File: config.mk
export PLATFORM = sky130hd
export DESIGN_NAME = iqmap_ctrl_flat
export DESIGN_NICKNAME = d
export VERILOG_FILES = /design/src/rtl/iqmap_pkg.sv /design/src/rtl/iqmap_ctrl_if.sv /design/src/rtl/iqmap_carrier_cnt.sv /design/src/rtl/iqmap_ctrl.sv /design/src/flat_wrapper.sv
export SDC_FILE = /design/constraint.sdc
export NUM_CORES = 1
export LEC_CHECK = 0
export CAP_MARGIN = 10
export CORE_MARGIN = 2
export CORE_UTILIZATION = 35
export CTS_BUF_LIST = sky130_fd_sc_hd__clkbuf_4
export CTS_CLUSTER_DIAMETER = 40
export CTS_CLUSTER_SIZE = 24
export DETAILED_ROUTE_END_ITERATION = 6
export PLACE_DENSITY = 0.69
export REMOVE_ABC_BUFFERS = 1
export SLEW_MARGIN = 0
export SYNTH_ARGS = -nofsm -noshare
export SYNTH_HDL_FRONTEND = slang
export SYNTH_SLANG_ARGS = --single-unit
File: constraint.sdc
create_clock -name CLK -period 14.27 [get_ports CLK]
set_clock_uncertainty 0.2 [all_clocks]
set_input_delay 2.1405 -clock CLK [delete_from_list [all_inputs] [get_ports CLK]]
set_output_delay 2.1405 -clock CLK [all_outputs]
set_load 0.02 [all_outputs]
File: src/rtl/iqmap_pkg.sv
// Shared types and constants for the IQ-mapper sequencer.
package iqmap_pkg;

  typedef enum logic [1:0] {IDLE, FETCH, LOAD, DRAIN} state_t;

  localparam logic MOD_QPSK  = 1'b0;
  localparam logic MOD_16QAM = 1'b1;

  // Mapped symbols produced from one 128-bit word.
  function automatic logic [6:0] SYMS_PER_WORD(input logic mod);
    return (mod == MOD_16QAM) ? 7'd32 : 7'd64;
  endfunction

endpackage

File: src/rtl/iqmap_ctrl_if.sv
// FIFO-side and mapper-side handshake bundle of the IQ-mapper sequencer.
interface iqmap_ctrl_if #(parameter int WORD_W = 128);
  logic              fifo_empty;
  logic              fifo_rd_en;
  logic [WORD_W-1:0] fifo_dout;
  logic              map_ready;
  logic              map_valid;
  logic [WORD_W-1:0] map_data;
  logic              map_sym_valid;

  modport master (
    input  fifo_empty, fifo_dout, map_ready, map_sym_valid,
    output fifo_rd_en, map_valid, map_data
  );

  modport slave (
    output fifo_empty, fifo_dout, map_ready, map_sym_valid,
    input  fifo_rd_en, map_valid, map_data
  );
endinterface

File: src/rtl/iqmap_carrier_cnt.sv
// Carrier position within the OFDM symbol; flags first/last carrier one cycle
// after the mapper symbol and counts completed OFDM symbols.
module iqmap_carrier_cnt #(
  parameter int SYMS_PER_OFDM = 96,
  parameter int CW            = $clog2(SYMS_PER_OFDM)
) (
  input  logic          CLK,
  input  logic          RST,
  input  logic          sym_valid,
  output logic [CW-1:0] carrier,
  output logic          sym_first,
  output logic          sym_last,
  output logic [7:0]    ofdm_cnt
);

  localparam logic [CW-1:0] LAST = CW'(SYMS_PER_OFDM - 1);

  always_ff @(posedge CLK or posedge RST) begin
    if (RST) begin
      carrier   <= '0;
      sym_first <= 1'b0;
      sym_last  <= 1'b0;
      ofdm_cnt  <= '0;
    end else begin
      sym_first <= 1'b0;
      sym_last  <= 1'b0;
      if (sym_valid) begin
        sym_first <= (carrier == '0);
        sym_last  <= (carrier == LAST);
        if (carrier == LAST) begin
          carrier  <= '0;
          ofdm_cnt <= ofdm_cnt + 8'd1;
        end else begin
          carrier <= carrier + 1'b1;
        end
      end
    end
  end

endmodule

File: src/rtl/iqmap_ctrl.sv
// Fetches words from the bit-stream FIFO, hands them to the IQ mapper one at a
// time and tracks mapped carriers / OFDM-symbol boundaries.
module iqmap_ctrl
  import iqmap_pkg::*;
#(
  parameter int WORD_W        = 128,
  parameter int SYMS_PER_OFDM = 96,
  parameter int RD_LAT        = 1
) (
  input  logic         CLK,
  input  logic         RST,
  input  logic         ce,
  input  logic         mod_sel,
  iqmap_ctrl_if.master bus,
  output logic         sym_first,
  output logic         sym_last,
  output logic [7:0]   ofdm_cnt,
  output logic         mod_cur,
  output logic         busy,
  output logic         underrun
);

  localparam int         CW  = $clog2(SYMS_PER_OFDM);
  localparam logic [1:0] LAT = 2'(RD_LAT);

  state_t            state, state_nxt;
  logic              rd_en_q;
  logic [1:0]        lat_cnt;
  logic              captured;
  logic [WORD_W-1:0] word_q;
  logic [6:0]        drain_cnt;
  logic              drain_done;
  logic [CW-1:0]     carrier;
  logic              go;

  assign go         = ce & bus.map_ready & ~bus.fifo_empty;
  assign drain_done = (drain_cnt == SYMS_PER_WORD(mod_cur));

  assign bus.fifo_rd_en = rd_en_q;
  assign bus.map_valid  = (state == LOAD) & ce;
  assign bus.map_data   = word_q;
  assign busy           = (state != IDLE);

  always_comb begin
    state_nxt = state;
    case (state)
      IDLE:  if (go) state_nxt = FETCH;
      FETCH: if (lat_cnt == LAT && ce) state_nxt = LOAD;
      LOAD:  if (ce) state_nxt = DRAIN;
      DRAIN: if (ce && drain_done && bus.map_ready) state_nxt = IDLE;
      default: state_nxt = IDLE;
    endcase
  end

  always_ff @(posedge CLK or posedge RST) begin
    if (RST) begin
      state     <= IDLE;
      rd_en_q   <= 1'b0;
      lat_cnt   <= '0;
      captured  <= 1'b0;
      word_q    <= '0;
      drain_cnt <= '0;
      mod_cur   <= MOD_QPSK;
      underrun  <= 1'b0;
    end else begin
      state   <= state_nxt;
      rd_en_q <= (state == IDLE) && go;

      // Read latency runs even with ce low so an issued read always lands;
      // the word is taken exactly once while FETCH waits for ce.
      if (state == FETCH) begin
        if (lat_cnt != LAT) lat_cnt <= lat_cnt + 2'd1;
        if (lat_cnt == LAT && !captured) begin
          word_q   <= bus.fifo_dout;
          captured <= 1'b1;
        end
      end else begin
        lat_cnt  <= '0;
        captured <= 1'b0;
      end

      if (state == LOAD)
        drain_cnt <= '0;
      else if (state == DRAIN && bus.map_sym_valid && !drain_done)
        drain_cnt <= drain_cnt + 7'd1;

      // Mode only switches on an OFDM-symbol boundary.
      if (state == IDLE && carrier == '0)
        mod_cur <= mod_sel;

      if (state == IDLE && ce && bus.map_ready && bus.fifo_empty && carrier != '0)
        underrun <= 1'b1;
    end
  end

  iqmap_carrier_cnt #(.SYMS_PER_OFDM(SYMS_PER_OFDM), .CW(CW)) u_carrier (
    .CLK       (CLK),
    .RST       (RST),
    .sym_valid (bus.map_sym_valid),
    .carrier   (carrier),
    .sym_first (sym_first),
    .sym_last  (sym_last),
    .ofdm_cnt  (ofdm_cnt)
  );

endmodule
File: src/flat_wrapper.sv
// flat-port wrapper written by rule: the top's interface ports become plain ports
module iqmap_ctrl_flat import iqmap_pkg::*;
#(
  parameter int WORD_W        = 128,
  parameter int SYMS_PER_OFDM = 96,
  parameter int RD_LAT        = 1
)
  (CLK, RST, ce, mod_sel, sym_first, sym_last, ofdm_cnt, mod_cur, busy, underrun, bus_fifo_empty, bus_fifo_dout, bus_map_ready, bus_map_sym_valid, bus_fifo_rd_en, bus_map_valid, bus_map_data);
  iqmap_ctrl_if #(.WORD_W(WORD_W)) bus_i ();
  input  logic CLK;
  input  logic RST;
  input  logic ce;
  input  logic mod_sel;
  output logic sym_first;
  output logic sym_last;
  output logic [7:0] ofdm_cnt;
  output logic mod_cur;
  output logic busy;
  output logic underrun;
  input wire logic [$bits(bus_i.fifo_empty)-1:0] bus_fifo_empty;
  input wire logic [$bits(bus_i.fifo_dout)-1:0] bus_fifo_dout;
  input wire logic [$bits(bus_i.map_ready)-1:0] bus_map_ready;
  input wire logic [$bits(bus_i.map_sym_valid)-1:0] bus_map_sym_valid;
  output wire logic [$bits(bus_i.fifo_rd_en)-1:0] bus_fifo_rd_en;
  output wire logic [$bits(bus_i.map_valid)-1:0] bus_map_valid;
  output wire logic [$bits(bus_i.map_data)-1:0] bus_map_data;
  assign bus_i.fifo_empty = bus_fifo_empty;
  assign bus_i.fifo_dout = bus_fifo_dout;
  assign bus_i.map_ready = bus_map_ready;
  assign bus_i.map_sym_valid = bus_map_sym_valid;
  assign bus_fifo_rd_en = bus_i.fifo_rd_en;
  assign bus_map_valid = bus_i.map_valid;
  assign bus_map_data = bus_i.map_data;
  iqmap_ctrl #(.WORD_W(WORD_W), .SYMS_PER_OFDM(SYMS_PER_OFDM), .RD_LAT(RD_LAT)) u_core (.CLK(CLK), .RST(RST), .ce(ce), .mod_sel(mod_sel), .bus(bus_i), .sym_first(sym_first), .sym_last(sym_last), .ofdm_cnt(ofdm_cnt), .mod_cur(mod_cur), .busy(busy), .underrun(underrun));
endmodule
==> run_results.csv, run 1 <==
group,metric,value,unit
status,outcome,"complete, no violations",
route,postRouteAntennaNets,0,
hold_path,holdPathStages,1,
sta,slew_viol_final,0,
finish,stdcell_count,943,
cts,postCtsResizedCells,0,
worst_setup_path,slowest_delay,0.61,ns
logic_synthesis,synth_top_area_cell,"dfrtp_1",
cts,cts_sinks,160,
global_route,grt_pass1_wl,25200,um
placed_design,dp_slack,8.45,ns
floorplanning,dieArea,19200,um2
hold_path,hold_end,"u_core.underrun$_DFFE_PP0P_",
logic_synthesis,synth_top_area_share,0.632,
cts,clockBufferDepth,2,
floorplanning,rows,49,
worst_setup_path,crit_arrival,3.49,ns
logic_synthesis,synth_area,6340,um2
hold_path,worstHoldStart,"u_core.underrun$_DFFE_PP0P_",
logic_synthesis,synthTopCellsByCount,"160 x dfrtp_1, 129 x mux2_2, 14 x buf_2",
route,drt_iter0_drc,149,
logic_synthesis,synth_cells,418,
sta,holdWs,0.303,ns
sta,worst_pin_slew,0.960,ns
placed_design,gp_congestion,0.829,
logic_synthesis,ys_warn_count,0,
finish,final_area,9630,um2
route,dr.pass1.iters,4,
finish,drive_gt1_frac,0.239,
cts,root_buffer,"clkbuf_4",
route,drc_errors,0,
worst_setup_path,timing.critical_path.mode_cell,"clkdlybuf4s50_1",
finish,utilization,0.540,
sta,final-setup-viol-count,0,
cts,clk_pin_slew,0.13,ns
worst_setup_path,crit_family,"buffers and inverters",
logic_synthesis,synthArstFlopShare,1.00,
finish,area_growth,52.0,%
sta,fin_ws,8.44,ns
worst_setup_path,end_kind,"output port",
worst_setup_path,cpMaxStageDelayCell,"clkdlybuf4s50_1",
logic_synthesis,synth_edf_count,0,
worst_setup_path,timing_worst_setup_path_type,"input pin to output port",
worst_setup_path,crit_chain,"clkdlybuf4s50_1 -> and2_1 -> clkdlybuf4s50_1",
placed_design,dp_hpwl,11500,um
global_route,grt_start_max_net_pins,85,
finish,fill_cells,1471,
logic_synthesis,ys_seq_area_frac,0.632,
sta,finalCriticalPeriod,5.83,ns
placed_design,portBuffers,277,
hold_path,hold_path.class,"flop to flop",
pwr,leakage,4.04,nW
global_route,grt_use_total,0.167,
route,drt-total-wl,15700,um
pwr,finalPower,2.05,mW
global_route,grt_pass1_vias,4771,
pwr,power.density,213,nW/um2
floorplanning,die_h,139,um
sta,grt_setup_unrepaired,"no",
worst_setup_path,start_kind,"input pin",
finish,fin_nets,847,
logic_synthesis,ys_ff_latch,160,
worst_setup_path,r2r_cells,5,
logic_synthesis,yosysUniqueCellTypes,40,
finish,diodes,0,
logic_synthesis,avgSynthCellArea,15.2,um2
cts,h-tree-depth,4,
worst_setup_path,worst-endpoint-required,11.93,ns
sta,fmax,171,MHz
flow_run,cap_violations,0,
cts,cts_buffers,17,
worst_setup_path,r2r_start,"u_core.state[1]$_DFFE_PP0P_",
worst_setup_path,crit_fanout,7,
floorplanning,io_pins,278,
logic_synthesis,synthTopCellsByArea,"dfrtp_1 63%, mux2_2 23%, ha_1 2.2%",
route,avgRoutedWirePerCell,16.6,um
floorplanning,die_w,139,um
worst_setup_path,crit_buf_inv,2,
worst_setup_path,reg2reg_to,"u_core.bus.map_data[98]$_DFFE_PP0P_",
pwr,peakVddDrop,0.125,mV
floorplanning,start_util,0.355,
sta,max_slew_margin,0.360,
logic_synthesis,synth.most_common_cell,"dfrtp_1",
sta,min_period_over_period,0.409,
cts,clk_latency,0.54,ns
global_route,grt_antenna_before_repair,0,
placed_design,dp_cells,911,
floorplanning,core_area,17800,um2
placed_design,placed_area,9350,um2
sta,tns,0,ns
route,vias,4367,
cts,postCtsSetupRepairBufs,0,
global_route,gr-total-overflow,0,
worst_setup_path,rrSetupSlack,11.86,ns
cts,postCtsHoldBufs,0,
cts,cts_tree,"done",
sta,hold_viol,0,
route,viasPerCell,4.63,
logic_synthesis,synth_top_flop_cell,"dfrtp_1",
-- per-layer routing --
metal  GRT usage  vias up  wire (um)
li1            -     2028          -
met1       0.194     2132       6270
met2       0.287      172       7870
met3      0.0463       35        996
met4      0.0795        0        551
met5           0        -          0
-- how the worst max path moves through the flow --
| stage | from | cells past startpoint | slack [ns] | to |
|---|---|---|---|---|
| 6_report | ce | 3 | 8.44 | bus_map_valid |
| 5_1_grt | ce | 3 | 8.37 | bus_map_valid |
| 4_1_cts | ce | 3 | 8.44 | bus_map_valid |
| 3_5_place_dp | ce | 3 | 8.45 | bus_map_valid |
| 3_3_place_gp | ce | 3 | 8.44 | bus_map_valid |
| 2_1_floorplan | RST | 1 | 7.61 | u_core.bus.fifo_rd_en$_DFF_PP0_ |
-- state kept, by name (all words and copies together) (netlist names) --
register / cells
u_core.u_carrier.sym_first: 1
u_core.u_carrier.ofdm_cnt: 8
u_core.captured: 1
u_core.u_carrier.carrier: 7
u_core.bus.map_data: 128
u_core.mod_cur: 1
u_core.underrun: 1
u_core.u_carrier.sym_last: 1
u_core.lat_cnt: 2
u_core.state: 2
u_core.drain_cnt: 7
u_core.bus.fifo_rd_en: 1
-- where the power goes --
part	internal [mW]	switching [mW]
logic	0.549	0.468
clock network	0.108	0.163
registers	0.657	0.109
total	1.31	0.740
-- cells by family (layout without fill, tap and decap cells) --
kind of cell | Yosys count | after routing | share of synthesized area
XOR/XNOR | 15 | 15 | 0.0207
AND/OR/NAND/NOR | 52 | 52 | 0.0492
AO/OA/AOI/OAI | 16 | 16 | 0.0168
multiplexers | 135 | 135 | 0.240
flip-flops | 160 | 160 | 0.632
buffers and inverters | 29 | 325 | 0.0199
adder cells (fa/ha/maj) | 11 | 11 | 0.0217
-- cells in the final DEF, fill, tap and decap left out, types with 4 or more instances in the layout --
cell type / instances
buf_4: 4
clkbuf_4: 19
clkdlybuf4s50_1: 277
clkinv_2: 4
dfrtp_1: 160
ha_1: 11
inv_1: 11
mux2_2: 129
nand2_1: 7
nand4_1: 9
nor2_1: 10
o21ai_0: 6
xnor2_1: 9
xor2_1: 6
-- area by class of cell --
type | instances | area [um2] | share of cell area
Clock buffer | 19 | 143 | 0.0148
Clock inverter | 13 | 138 | 0.0143
Timing Repair Buffer | 281 | 2800 | 0.291
Tap cell | 229 | 287 | 0.0298
Inverter | 12 | 50.0 | 0.00520
Multi-Input combinational cell | 229 | 2210 | 0.229
Sequential cell | 160 | 4000 | 0.416
No activity file was read; power rests on OpenSTA's default activity.
==> run 2, diff against run 1 <==
- PLACE_DENSITY: 0.69 -> 0.71
- clock period: 14.27 -> 4.9 ns (I/O delays scaled with it)
==> run_results.csv, run 2 (synthesized netlist as in run 1, its figures left out) <==
group,metric,value,unit
route,dr.pass1.iters,4,
cts,clk_pin_slew,0.14,ns
global_route,grt_use_total,0.168,
cts,h-tree-depth,4,
sta,hold_viol,0,
global_route,grt_pass1_vias,4734,
sta,fmax,308,MHz
placed_design,placed_area,9350,um2
placed_design,dp_hpwl,11800,um
placed_design,portBuffers,277,
finish,fin_nets,848,
cts,postCtsHoldBufs,0,
finish,mostFrequentLayoutCells,"277 x clkdlybuf4s50_1, 160 x dfrtp_1, 129 x mux2_2",
sta,min_period_over_period,0.663,
finish,final_common_cell,"clkdlybuf4s50_1",
cts,postCtsSetupRepairBufs,0,
pwr,finalPower,5.99,mW
cts,cts_buffers,17,
floorplanning,die_w,139,um
route,drt_iter0_drc,202,
cts,postCtsResizedCells,0,
worst_setup_path,cpMaxStageDelayCell,"clkdlybuf4s50_1",
cts,cts_tree,"done",
worst_setup_path,crit_arrival,2.32,ns
flow_run,cap_violations,0,
global_route,gr-total-overflow,0,
sta,worst_pin_slew,0.950,ns
worst_setup_path,start_kind,"flop",
floorplanning,rows,49,
finish,drive_gt1_frac,0.235,
global_route,grt_antenna_before_repair,0,
worst_setup_path,crit_chain,"inv_1 -> ha_1 -> and2_1 -> clkdlybuf4s50_1",
pwr,peakVddDrop,0.333,mV
pwr,leakage,4.03,nW
cts,clk_latency,0.54,ns
worst_setup_path,crit_buf_inv,2,
finish,final_area,9630,um2
finish,largest_register_ffs,128,
sta,final-setup-viol-count,0,
placed_design,gp_congestion,0.879,
floorplanning,start_util,0.355,
finish,area_growth,51.9,%
sta,max_slew_margin,0.366,
hold_path,hold_path.class,"flop to flop",
finish,utilization,0.540,
sta,slew_viol_final,0,
global_route,grt_pass1_wl,25700,um
worst_setup_path,end_kind,"output port",
floorplanning,dieArea,19200,um2
sta,finalCriticalPeriod,3.25,ns
worst_setup_path,crit_fanout,13,
global_route,grt_start_max_net_pins,108,
route,viasPerCell,4.67,
worst_setup_path,crit_family,"buffers and inverters",
floorplanning,io_pins,278,
route,vias,4404,
pwr,power.density,622,nW/um2
finish,diodes,0,
floorplanning,core_area,17800,um2
cts,cts_sinks,160,
status,outcome,"complete, no violations",
route,postRouteAntennaNets,0,
worst_setup_path,timing_worst_setup_path_type,"flop to output port",
worst_setup_path,worst-endpoint-required,3.96,ns
sta,grt_setup_unrepaired,"no",
worst_setup_path,slowest_delay,0.60,ns
route,drt-total-wl,15900,um
route,drc_errors,0,
cts,clockBufferDepth,2,
floorplanning,die_h,139,um
cts,root_buffer,"clkbuf_4",
route,avgRoutedWirePerCell,16.8,um
run 2: metal layers:
layer | GRT usage | wire length (um) | share of wire | vias up
met5 | 0 | 0 | 0 | -
met4 | 0.0709 | 457 | 0.029 | 0
met3 | 0.0570 | 1140 | 0.072 | 30
met2 | 0.287 | 8070 | 0.51 | 176
met1 | 0.195 | 6190 | 0.39 | 2162
li1 | - | - | - | 2036
run 2: worst reg2reg max path: stages (launching register included):
cell      delay [ns]
dfrtp_1         0.42
inv_1           0.10
ha_1            0.24
nand3b_1        0.12
buf_4           0.67
mux2_2          0.49
run 2: final timing paths:
path	start	to	slack (ns)	depth (start not counted)
setup / recovery	u_core.state[0]$_DFFE_PP0P_	bus_map_valid	1.65	4
hold / removal	u_core.captured$_DFFE_PP0P_	u_core.captured$_DFFE_PP0P_	0.29	1
setup reg to reg	u_core.state[1]$_DFFE_PP0P_	u_core.bus.map_data[86]$_DFFE_PP0P_	2.55	5
hold reg to reg	u_core.captured$_DFFE_PP0P_	u_core.captured$_DFFE_PP0P_	0.29	1
max in group asynchronous	RST	u_core.bus.map_data[81]$_DFFE_PP0P_	2.92	3
min in group asynchronous	RST	u_core.u_carrier.ofdm_cnt[7]$_DFFE_PP0P_	0.58	2
run 2: layout make-up:
cell class	instances	area, um2
repair buffers	282	2810
fillers	1487	8210
inverters	12	50.0
well taps	229	287
clock buffers	18	135
multi-input cells	229	2210
flip-flops and latches	160	4000
clock inverters	14	139
run 2: stage by stage:
| step | hold slack (ns) | setup WS [ns] | TNS (ns) | instances |
|---|---|---|---|---|
| floorplan | 0.242 | -0.355 | -77.59 | 401 |
| global placement | 0.255 | 1.81 | 0 | 911 |
| detailed placement | 0.263 | 1.70 | 0 | 911 |
| CTS | 0.294 | 1.58 | 0 | 943 |
| global route | 0.314 | 1.48 | 0 | 944 |
| finish | 0.291 | 1.65 | 0 | 944 |
run 2: where the power goes:
group | switching [mW] | total [mW] | internal [mW] | leakage [nW]
Sequential | 0.340 | 2.25 | 1.91 | 1.91
Clock | 0.464 | 0.771 | 0.307 | 0.143
Combinational | 1.36 | 2.96 | 1.60 | 1.98
==> run 3, diff against run 2 <==
- PLACE_DENSITY: 0.71 -> 0.69
- clock period: 4.9 -> 3 ns (I/O delays scaled with it)
==> run_results.csv, run 3 (synthesized netlist as in run 1, its figures left out) <==
group,metric,value,unit
status,outcome,"complete, no violations",
pwr,finalPower,9.90,mW
worst_setup_path,start_kind,"flop",
route,postRouteAntennaNets,0,
floorplanning,rows,49,
route,drt_iter0_drc,145,
cts,clockBufferDepth,2,
route,drc_errors,0,
global_route,grt_start_max_net_pins,82,
finish,area_growth,53.4,%
cts,postCtsHoldBufs,0,
sta,worst_pin_slew,0.627,ns
pwr,pwr-share-comb,0.491,
route,drt-total-wl,15900,um
worst_setup_path,cpMaxStageDelayCell,"clkdlybuf4s50_1",
finish,drive_gt1_frac,0.244,
sta,fmax,353,MHz
sta,slew_viol_final,0,
sta,max_slew_margin,0.582,
worst_setup_path,crit_arrival,2.18,ns
cts,root_buffer,"clkbuf_4",
route,vias,4441,
global_route,grt_antenna_before_repair,0,
cts,cts_buffers,17,
floorplanning,start_util,0.355,
route,viasPerCell,4.69,
finish,final_common_cell,"clkdlybuf4s50_1",
floorplanning,die_h,139,um
sta,final-setup-viol-count,0,
worst_setup_path,end_kind,"output port",
cts,cts_sinks,160,
floorplanning,core_area,17800,um2
hold_path,hold_path.class,"input pin to asynchronous set/reset pin",
global_route,grt_pass1_vias,4812,
cts,cts_tree,"done",
worst_setup_path,worst-endpoint-required,2.35,ns
floorplanning,io_pins,278,
worst_setup_path,timing_worst_setup_path_type,"flop to output port",
route,avgRoutedWirePerCell,16.8,um
worst_setup_path,slowest_delay,0.60,ns
global_route,grt_use_total,0.171,
finish,largest_register_ffs,128,
sta,tns,0,ns
finish,diodes,0,
sta,grt_setup_unrepaired,"no",
sta,min_period_over_period,0.943,
sta,holdWs,0.155,ns
pwr,switching_share,0.360,
route,dr.pass1.iters,4,
floorplanning,die_w,139,um
placed_design,dp_hpwl,11900,um
floorplanning,dieArea,19200,um2
worst_setup_path,crit_fanout,13,
cts,h-tree-depth,4,
flow_run,cap_violations,0,
cts,postCtsSetupRepairBufs,0,
global_route,gr-total-overflow,0,
cts,clk_pin_slew,0.14,ns
sta,finalCriticalPeriod,2.83,ns
placed_design,portBuffers,277,
pwr,power.density,1020,nW/um2
placed_design,gp_congestion,0.780,
pwr,leakage,4.07,nW
cts,clk_latency,0.54,ns
finish,fin_nets,852,
finish,mostFrequentLayoutCells,"277 x clkdlybuf4s50_1, 160 x dfrtp_1, 129 x mux2_2",
pwr,peakVddDrop,0.582,mV
global_route,grt_pass1_wl,26000,um
worst_setup_path,crit_chain,"inv_1 -> ha_2 -> and2_1 -> clkdlybuf4s50_1",
pwr,p_sw,3.56,mW
pwr,p_seq_frac,0.369,
sta,hold_viol,0,
pwr,pwr-share-clk,0.140,
worst_setup_path,r2r_cells,5,
pwr,internal-power,6.34,mW
run 3: power by group through the flow:
stage | logic (mW) | clock network (mW) | registers (mW)
2_1_floorplan | 1.43 | 0 | 4.78
3_3_place_gp | 4.81 | 0 | 3.64
3_5_place_dp | 4.91 | 0 | 3.71
4_1_cts | 4.93 | 1.44 | 3.66
5_1_grt | 5.12 | 1.55 | 3.79
6_report | 4.86 | 1.39 | 3.65
run 3: what timing repair did:
| item | CTS | global route |
|---|---|---|
| hold endpoints to repair | 0 | 0 |
| endpoints found under the setup margin | 1 | 0 |
| resized for setup | 1 | 0 |
run 3: worst paths after layout:
check,from,endpoint,slack (ns)
setup / recovery,u_core.state[0]$_DFFE_PP0P_,bus_map_valid,0.17
hold / removal,RST,u_core.bus.map_data[18]$_DFFE_PP0P_,0.15
setup reg to reg,u_core.state[1]$_DFFE_PP0P_,u_core.bus.map_data[105]$_DFFE_PP0P_,0.77
hold reg to reg,u_core.u_carrier.ofdm_cnt[7]$_DFFE_PP0P_,u_core.u_carrier.ofdm_cnt[7]$_DFFE_PP0P_,0.29
max in group asynchronous,RST,u_core.bus.map_data[105]$_DFFE_PP0P_,1.75
min in group CLK,u_core.u_carrier.ofdm_cnt[7]$_DFFE_PP0P_,u_core.u_carrier.ofdm_cnt[7]$_DFFE_PP0P_,0.29
run 3: routing by layer:
| layer | vias up | share of wire | global-route usage |
|---|---|---|---|
| li1 | 2040 | - | - |
| met1 | 2193 | 0.40 | 0.201 |
| met2 | 178 | 0.51 | 0.297 |
| met3 | 30 | 0.058 | 0.0463 |
| met4 | 0 | 0.029 | 0.0698 |
| met5 | - | 0 | 0 |
run 3: critical path, delay by kind of cell, from the launching register on:
| kind | cells | cell delay [ns] |
|---|---|---|
| fa+ha+maj | 1 | 0.33 |
| flops | 1 | 0.43 |
| simple gates | 1 | 0.16 |
| buf+inv | 2 | 0.73 |
run 3: final cells by class:
cell class / instances / area [um2]
Clock inverter: 14 / 180
Inverter: 12 / 50.0
Tap cell: 229 / 287
Clock buffer: 17 / 128
Fill cell: 1471 / 8120
Sequential cell: 160 / 4000
Timing Repair Buffer: 286 / 2870
Multi-Input combinational cell: 229 / 2210
run 3: metrics by stage:
| stage | worst slack, ns | instance area, um2 | util | std cells |
|---|---|---|---|---|
| final | 0.170 | 9720 | 0.545 | 947 |
| after detailed placement | 0.566 | 9410 | 0.528 | 916 |
| after global placement | 0.578 | 9410 | 0.528 | 916 |
| after CTS | 0.100 | 9720 | 0.545 | 947 |
| after floorplan | -2.06 | 6260 | - | 401 |
| after global routing | 0.00143 | 9720 | 0.545 | 947 |
